===== src/rtl/fifo_arb_pkg.sv =====
// Shared types and the round-robin search used by the FIFO write arbiter
// and the read-side schedulers.
package fifo_arb_pkg;

  typedef enum logic {
    IDLE  = 1'b0,
    BURST = 1'b1
  } arb_state_t;

  localparam int unsigned RR_MAX_REQ = 8;
  localparam int unsigned RR_IDX_W   = 3;

  // Next valid index after 'last', wrapping at nreq (need not be a power of 2).
  // Returns 'last' unchanged when nothing is valid.
  function automatic logic [RR_IDX_W-1:0] rr_pick(
    input logic [RR_MAX_REQ-1:0] valid,
    input logic [RR_IDX_W-1:0]   last,
    input int unsigned           nreq
  );
    int unsigned          idx;
    logic                 found;
    logic [RR_IDX_W-1:0]  pick;
    idx   = 32'(last);
    found = 1'b0;
    pick  = last;
    for (int unsigned i = 1; i <= RR_MAX_REQ; i++) begin
      if (i <= nreq) begin
        idx = (idx + 32'd1 >= nreq) ? 32'd0 : idx + 32'd1;
        if (!found && valid[idx[RR_IDX_W-1:0]]) begin
          found = 1'b1;
          pick  = idx[RR_IDX_W-1:0];
        end
      end
    end
    return pick;
  endfunction

endpackage


===== src/rtl/rr_pick_nxt.sv =====
// Combinational round-robin priority picker: first valid requester after
// 'last', modulo NREQ.
module rr_pick_nxt
  import fifo_arb_pkg::*;
#(
  parameter int unsigned NREQ = 4,
  parameter int unsigned IDW  = $clog2(NREQ)
) (
  input  logic [NREQ-1:0] valid,
  input  logic [IDW-1:0]  last,
  output logic [IDW-1:0]  pick,
  output logic            any_valid
);

  logic [RR_IDX_W-1:0] sel;

  always_comb begin
    sel       = rr_pick(RR_MAX_REQ'(valid), RR_IDX_W'(last), NREQ);
    pick      = IDW'(sel);
    any_valid = |valid;
  end

endmodule


===== src/rtl/fifo_wr_arbiter.sv =====
// Round-robin arbiter sharing one FWFT FIFO write port between NREQ
// requesters in bursts of up to MAX_BURST beats; write strobe/data registered.
module fifo_wr_arbiter
  import fifo_arb_pkg::*;
#(
  parameter int unsigned WIDTH     = 8,
  parameter int unsigned NREQ      = 4,
  parameter int unsigned MAX_BURST = 4,
  parameter int unsigned IDW       = $clog2(NREQ)
) (
  input  logic                  clk,
  input  logic                  rst,
  input  logic [NREQ-1:0]       req_valid,
  input  logic [NREQ*WIDTH-1:0] req_data,
  input  logic [NREQ-1:0]       req_last,
  output logic [NREQ-1:0]       req_ready,
  output logic                  fifo_wr_en,
  output logic [WIDTH-1:0]      fifo_din,
  input  logic                  fifo_prog_full,
  output logic [IDW-1:0]        grant_id,
  output logic                  busy
);

  localparam int unsigned CW = $clog2(MAX_BURST + 1);

  arb_state_t       state;
  arb_state_t       state_nxt;
  logic [IDW-1:0]   last_grant;
  logic [IDW-1:0]   owner;
  logic             any_valid;
  logic [CW-1:0]    beat_cnt;
  logic [WIDTH-1:0] data_arr [NREQ];
  logic [WIDTH-1:0] own_data;
  logic             own_valid;
  logic             own_last;
  logic             start;
  logic             accept;
  logic             burst_end;

  rr_pick_nxt #(
    .NREQ (NREQ),
    .IDW  (IDW)
  ) u_pick (
    .valid     (req_valid),
    .last      (last_grant),
    .pick      (owner),
    .any_valid (any_valid)
  );

  always_comb begin
    for (int unsigned i = 0; i < NREQ; i++) begin
      data_arr[i] = req_data[i*WIDTH +: WIDTH];
    end
    own_data  = data_arr[grant_id];
    own_valid = req_valid[grant_id];
    own_last  = req_last[grant_id];
    start     = (state == IDLE) && !fifo_prog_full && any_valid;
    accept    = (state == BURST) && own_valid && !fifo_prog_full;
    // beat_cnt still holds the pre-increment count when the final beat is accepted
    burst_end = accept && (own_last || (beat_cnt == CW'(MAX_BURST - 1)));
  end

  always_ff @(posedge clk) begin
    if (rst) begin
      state <= IDLE;
    end else begin
      state <= state_nxt;
    end
  end

  always_comb begin
    state_nxt = state;
    case (state)
      IDLE:    if (start)     state_nxt = BURST;
      BURST:   if (burst_end) state_nxt = IDLE;
      default:                state_nxt = IDLE;
    endcase
  end

  always_comb begin
    req_ready = '0;
    busy      = (state == BURST);
    if ((state == BURST) && !fifo_prog_full) begin
      req_ready[grant_id] = 1'b1;
    end
  end

  always_ff @(posedge clk) begin
    if (rst) begin
      grant_id   <= '0;
      last_grant <= IDW'(NREQ - 1);
      beat_cnt   <= '0;
      fifo_wr_en <= 1'b0;
      fifo_din   <= '0;
    end else begin
      fifo_wr_en <= accept;
      if (accept) begin
        fifo_din <= own_data;
        beat_cnt <= beat_cnt + CW'(1);
      end
      if (start) begin
        grant_id <= owner;
        beat_cnt <= '0;
      end
      if (burst_end) begin
        last_grant <= grant_id;
      end
    end
  end

endmodule


===== config.mk =====
export PLATFORM = sky130hd
export DESIGN_NAME = fifo_wr_arbiter
export DESIGN_NICKNAME = d
export VERILOG_FILES = /design/src/rtl/fifo_arb_pkg.sv /design/src/rtl/rr_pick_nxt.sv /design/src/rtl/fifo_wr_arbiter.sv
export SDC_FILE = /design/constraint.sdc
export NUM_CORES = 1
export LEC_CHECK = 0
export BUFFER_PORTS_ARGS = -buffer_cell sky130_fd_sc_hd__buf_2
export CAP_MARGIN = 5
export CORE_MARGIN = 5
export CORE_UTILIZATION = 50
export CTS_BUF_LIST = sky130_fd_sc_hd__clkbuf_2 sky130_fd_sc_hd__clkbuf_4 sky130_fd_sc_hd__clkbuf_8
export DETAILED_ROUTE_END_ITERATION = 7
export PLACE_DENSITY = 0.94
export SYNTH_ARGS = -nofsm -noshare
export SYNTH_HDL_FRONTEND = slang
export SYNTH_SLANG_ARGS = --single-unit

===== constraint.sdc =====
create_clock -name clk -period 2.4 [get_ports clk]
set_input_delay 0.36 -clock clk [delete_from_list [all_inputs] [get_ports clk]]
set_output_delay 0.36 -clock clk [all_outputs]
set_load 0.05 [all_outputs]

## Word-level counts from Yosys, hierarchy flattened

Index checks and enable logic that the tools add are counted.

- Add/subtract/negate cells: 5
- Bitwise logic cells: 2
- Reductions and logical operators: 17
- Mux-type cells: 32
- Equal/unequal tests: 1
- Order comparisons: 11

Operator list:

| kind | count |
|---|---|
| adder 32 x 1 -> 32 bit (second input constant) | 3 |
| greater-or-equal comparator 32 x 3 -> 1 bit (second input constant) | 3 |
| two-way mux 32 bit | 2 |
| binary-select mux 8 bit (select 2 bit) | 1 |
| less-than comparator 3 x 4 -> 1 bit (second input constant) | 4 |
| two-way mux 8 bit | 2 |
| binary-select mux 1 bit (select 3 bit) | 4 |
| two-way mux 1 bit | 12 |
| logical AND 1 bit | 10 |
| two-way mux 2 bit | 4 |
| greater-or-equal comparator 3 bit (second input constant) | 2 |
| two-way mux 3 bit | 2 |
| binary-select mux 1 bit (select 2 bit) | 2 |
| zero test 1 bit | 4 |
| two-way mux 4 bit | 1 |
| OR reduction 4 bit | 1 |
| adder 2 x 1 -> 3 bit (second input constant) | 1 |
| adder 3 x 1 -> 3 bit (second input constant) | 1 |
| == test 3 x 2 -> 1 bit (second input constant) | 1 |
| less-than comparator 2 x 3 -> 1 bit (second input constant) | 1 |
| NOT 2 -> 3 bit | 1 |
| demux 1 bit (select 2 bit) | 1 |
| greater-or-equal comparator 2 x 1 -> 1 bit (second input constant) | 1 |
| case mux 1 bit (2 select lines) | 1 |
| other kinds (3) | 3 |

- Word-level logic and storage cells: 74
- Register bits after elaboration: 17
- Output and inout bits: 16

## Logic depth before layout (Yosys ltp)

- Depth after elaboration: 16
- Gate-level depth with buffers: 8
- Gate-level depth less buffers: 7

## Hierarchy

A second synthesis with hierarchy kept.

- Cells, all modules: 139
- Area total of the unflattened synthesis: 1357.6 µm²

By module, submodules not included:

| module | cells an instance | area an instance (µm²) | instances |
|---|---|---|---|
| fifo_wr_arbiter | 86 | 960.9 | 1 |
| rr_pick_nxt | 53 | 396.6 | 1 |

## Least setup slack after synthesis

OpenSTA, ideal clock, no wires.

- Path kind: register to output
- Start: reg grant_id[0]
- End: out req_ready[3]
- Buffers on the path: 2
- Data required time: 2040 ps
- Arrival time: 1896 ps
- Path slack: 144 ps
- Cell stages (with the launch flop): 5
- Cells stage by stage: dfxtp_1 -> buf_2 -> buf_2 -> inv_1 -> nor2_1

- Longest elaborated chain between the ends: 5
- Elaborated cells on any way between the ends: 6
- Those cells by class: order compare: 2; mux: 3; reduce/logical: 1

RTL lines:

| what | line | text |
|---|---|---|
| start: declaration | fifo_wr_arbiter.sv:20 | `output logic [IDW-1:0] grant_id,` |
| start signal: assignment | fifo_wr_arbiter.sv:102 | `grant_id <= owner;` |
| less-than comparator 2 x 3 -> 1 bit (implied by the code) or greater-or-equal comparator 2 x 1 -> 1 bit (tied branches) | fifo_wr_arbiter.sv:84 | `req_ready[grant_id] = 1'b1;` |
| logical AND 1 bit (implied by the code) | fifo_wr_arbiter.sv:84 |  |
| two-way mux 1 bit (implied by the code) | fifo_wr_arbiter.sv:84 |  |
| demux 1 bit (select 2 bit) (*) | fifo_wr_arbiter.sv:84 |  |
| two-way mux 4 bit (*) | fifo_wr_arbiter.sv:83 | `if ((state == BURST) && !fifo_prog_full) begin` |
| end: declaration | fifo_wr_arbiter.sv:16 | `output logic [NREQ-1:0] req_ready,` |

Mark *: on every way between the ends. The rest lies on a longest branch, timed or not.

## Worst setup path after layout

- Start: reg last_grant[1]
- End: reg grant_id[1]

- Longest elaborated chain between the ends: 16
- Elaborated cells on any way between the ends: 33
- Those cells by class: add/sub: 4; order compare: 4; mux: 19; reduce/logical: 6

RTL lines:

| what | line | text |
|---|---|---|
| start: declaration | fifo_wr_arbiter.sv:28 | `logic [IDW-1:0] last_grant;` |
| start signal: assignment | fifo_wr_arbiter.sv:91 | `last_grant <= IDW'(NREQ - 1);` |
| start signal: assignment | fifo_wr_arbiter.sv:106 | `last_grant <= grant_id;` |
| adder 2 x 1 -> 3 bit | fifo_arb_pkg.sv:28 | `idx = (idx + 32'd1 >= nreq) ? 32'd0 : idx + 32'd1;` |
| greater-or-equal comparator 3 bit | fifo_arb_pkg.sv:28 |  |
| two-way mux 3 bit | fifo_arb_pkg.sv:28 |  |
| adder 32 x 1 -> 32 bit | fifo_arb_pkg.sv:28 |  |
| greater-or-equal comparator 32 x 3 -> 1 bit | fifo_arb_pkg.sv:28 |  |
| two-way mux 32 bit | fifo_arb_pkg.sv:28 |  |
| adder 32 x 1 -> 32 bit or binary-select mux 1 bit (select 3 bit) (tied branches) | fifo_arb_pkg.sv:28, fifo_arb_pkg.sv:29 |  |
| greater-or-equal comparator 32 x 3 -> 1 bit or two-way mux 1 bit (tied branches) | fifo_arb_pkg.sv:28, fifo_arb_pkg.sv:29 |  |
| two-way mux 32 bit or logical AND 1 bit (tied branches) | fifo_arb_pkg.sv:28, fifo_arb_pkg.sv:29 |  |
| adder 32 x 1 -> 32 bit (tied with other cells) | fifo_arb_pkg.sv:28 |  |
| greater-or-equal comparator 32 x 3 -> 1 bit (tied with other cells) | fifo_arb_pkg.sv:28 |  |
| two-way mux 3 bit or logical AND 1 bit (tied branches) | fifo_arb_pkg.sv:28, fifo_arb_pkg.sv:29 |  |
| binary-select mux 1 bit (select 3 bit) or two-way mux 1 bit (tied branches) | fifo_arb_pkg.sv:29 | `if (!found && valid[idx[RR_IDX_W-1:0]]) begin` |
| two-way mux 1 bit (implied by the code) or zero test 1 bit (tied branches) | fifo_arb_pkg.sv:29 |  |
| logical AND 1 bit | fifo_arb_pkg.sv:29 |  |
| two-way mux 2 bit (*) | fifo_arb_pkg.sv:29 |  |

Mark *: on every way between the ends. The rest lies on a longest branch, timed or not. The select of a mux whose other input is x is not followed.
A chain may end at the register's enable or synchronous reset.

==> out/metrics.yaml <==
die_area_um2: 4000
first_pass_iters: 4
fin_crit_sh_pct: 85.6
syn_avg_cell_area_um2: 9.72
power_density_nw_per_um2: 425
reg2reg_slack_ps: 350
hold_viol_final: 0
clock_skew_ps: 7.67
synth_compound_area_share_pct: 16.2
nNetsFinal: 251
ys_ff_latch: 17
r2r-end: "grant_id[1]$_SDFFE_PP0P_"
cts_root_buf: "clkbuf_4"
initial_core_util_pct: 51.9
cts_max_level: 1
postCtsResizedCells: 0
synth_area_leader_cell: "dfxtp_1"
worstSkewPairLatency_ps: 300
synth_area_leaders: "dfxtp_1 24%, mux4_2 19%, mux2i_1 9.9%, ha_1 6.2%, nor2_1 5.3%"
yosysSeqAreaShare_pct: 24.0
num_vias: 1382
path_clk_slew_ps: 100
netlist_area_um2: 1420
synth_top_flop_cell: "dfxtp_1"
status: "complete, no violations"
synth-async-reset-ratio_pct: 0
worst_slew_pin_slew_ps: 470
cp_data_arrival_time_ps: 2280
syn_inst: 146
synth_nets: 196
grt_pass1_wl_um: 6180
crit_path_end_kind: "flip-flop"
synth_common_cells: "20 x nor2_1, 17 x dfxtp_1, 14 x mux2i_1, 12 x mux4_2, 8 x buf_2"
grt_max_degree: 18
rows: 19
placed_cell_area_um2: 1710
antenna_found_initial: 0
synth_xor_area_share_pct: 0.617
fin_setup_tns_ps: 0
crit_fanout: 5
die_y_um: 63.3
cts_buffers: 3
cp_slowest_cell: "dfxtp_1"
yosysTopAreaCellShare_pct: 24.0
finalMaxSlewViolations: 0
fin_cells: 231
antenna_left: 0
hold_path_class: "in2reg"
rsz0062_at_grt: "no"
tritoncts: "built"
gr-total-overflow: 0
drive_gt1_share_pct: 43.5
cap_violations: 0
path_cells: "inv_1, ha_1, nor2b_1, mux2i_1, mux2_4, a211o_1, a211oi_2"
min_from: "rst"
port_buffers: 58
cts_hold_buf: 0
finalCriticalPeriod_ps: 2050
ys_types: 42
synth_most_common_cell: "nor2_1"
core_um2: 2730
synth.area.mux_share_pct: 30.8
wire_per_inst_um: 16.0
holdPathStages: 2
drc: 0
area_growth_pct: 22.6
cts_buffer_depth: 2
totalWireLength_um: 3700
synth_fa_ha_area_share_pct: 6.17
cts.sinks: 17
drtIter0Drc: 53
rr_worst_depth: 7
setup_violations: 0
synth-simple-area-share_pct: 15.2
cp_slowest_stage_delay_ps: 440
worstSetupPathType: "reg2reg"
synth_top_family_by_area: "multiplexers"
vdd_drop_max_v: 0.000265
postCtsSetupRepairBufs: 0
worstSetupStartpointType: "flip-flop"
grt_pass1_vias: 1308
die_x_um: 63.3
grt_util_all_layers_pct: 18.9
path_buf_inv: 1
worst_path_dominant_cell_family: "compound AO/OA/AOI/OAI gates"
cp.required_ps: 2620
fin_total_pwr_w: 0.000739
io-pin-count: 59
max_freq_ghz: 0.487
synth-edff-count: 0
n_antenna_cell: 0
via_per_inst: 5.98
p_leak_nw: 0.843
whs_endpoint: "busy$_SDFF_PP0_"
slew_headroom_pct: 68.4
post-route-cell-area_um2: 1740
r2r-start: "last_grant[1]$_SDFFE_PP1P_"
placedCellCount: 227
ys_warn_count: 0
post-dp-hpwl_um: 2940
gp_congestion: 0.889
[layer usage]
metal	up-vias	GRT usage, %	part of all wire, %
met5	-	0	0
met4	0	5.97	1.7
met3	7	5.86	11
met2	82	31.5	46
met1	639	23.1	41
li1	654	-	-
[worst register-to-register path: stages (launching register included)]
cell,delay [ps]
dfxtp_1,440
inv_1,110
ha_1,360
nor2b_1,200
mux2i_1,110
mux2_4,280
a211o_1,300
a211oi_2,170
[cells by family (layout without fill, tap and decap cells)]
family	Yosys count	after routing
xor+xnor	1	1
mux	28	28
fa+ha+maj	7	7
buf+inv	20	74
flops	17	17
simple gates	43	43
compound gates	30	30
[layout make-up]
cell class	count	area [um2]
fillers	213	995
well taps	31	38.8
repair buffers	63	328
clock inverters	1	5.00
multi-input cells	109	978
flip-flops and latches	17	340
clock buffers	3	22.5
inverters	7	26.3
[flip-flops by register name (all words and copies together), names as in the netlist]
register and cells:
fifo_din 8, beat_cnt 3, grant_id 2, last_grant 2, busy 1, fifo_wr_en 1
[through the flow]
step	setup slack [ps]	utilization, %	hold slack (ps)
3_3_place_gp	423	62.6	469
3_5_place_dp	387	62.6	480
4_1_cts	361	63.6	423
2_1_floorplan	144	-	491
6_report	346	63.6	423
5_1_grt	169	63.6	443
[worst max-delay path by stage]
stage,from,to,slack (ps),depth (start not counted)
after floorplan,grant_id[0]$_SDFFE_PP0P_,req_ready[3],140,4
after global placement,last_grant[1]$_SDFFE_PP1P_,grant_id[0]$_SDFFE_PP0P_,420,7
after detailed placement,last_grant[0]$_SDFFE_PP1P_,grant_id[1]$_SDFFE_PP0P_,390,6
after CTS,last_grant[0]$_SDFFE_PP1P_,grant_id[1]$_SDFFE_PP0P_,360,6
after global routing,last_grant[0]$_SDFFE_PP1P_,grant_id[0]$_SDFFE_PP0P_,170,7
final,last_grant[1]$_SDFFE_PP1P_,grant_id[1]$_SDFFE_PP0P_,350,7
[layout by cell type (no fill, tap or decap), drive strengths merged]
cell type,Yosys,final
o2bb2ai,1,1
o31ai,3,3
a21oi,4,4
clkbuf,1,3
a41o,1,1
clkinv,0,1
nor3b,1,1
mux2i,14,14
nor3,7,7
ha,7,7
o21ba,2,2
nor2,21,21
a311oi,1,1
nor2b,2,2
a32oi,1,1
o22ai,1,1
nand2,6,6
mux4,12,12
dfxtp,17,17
o21ai,5,5
inv,7,7
a31o,1,1
a41oi,1,1
a22oi,1,1
o21bai,1,1
nor4,3,3
a211o,4,4
mux2,2,2
or2,1,1
a211oi,2,2
and3,2,2
o211ai,1,1
buf,12,63
xor2,1,1
[where the power goes]
group          internal (W)  switching (W)
registers          0.000294      0.0000148
clock network     0.0000622      0.0000950
logic              0.000124       0.000149
total              0.000480       0.000259
(Power assumes the default switching activity.)
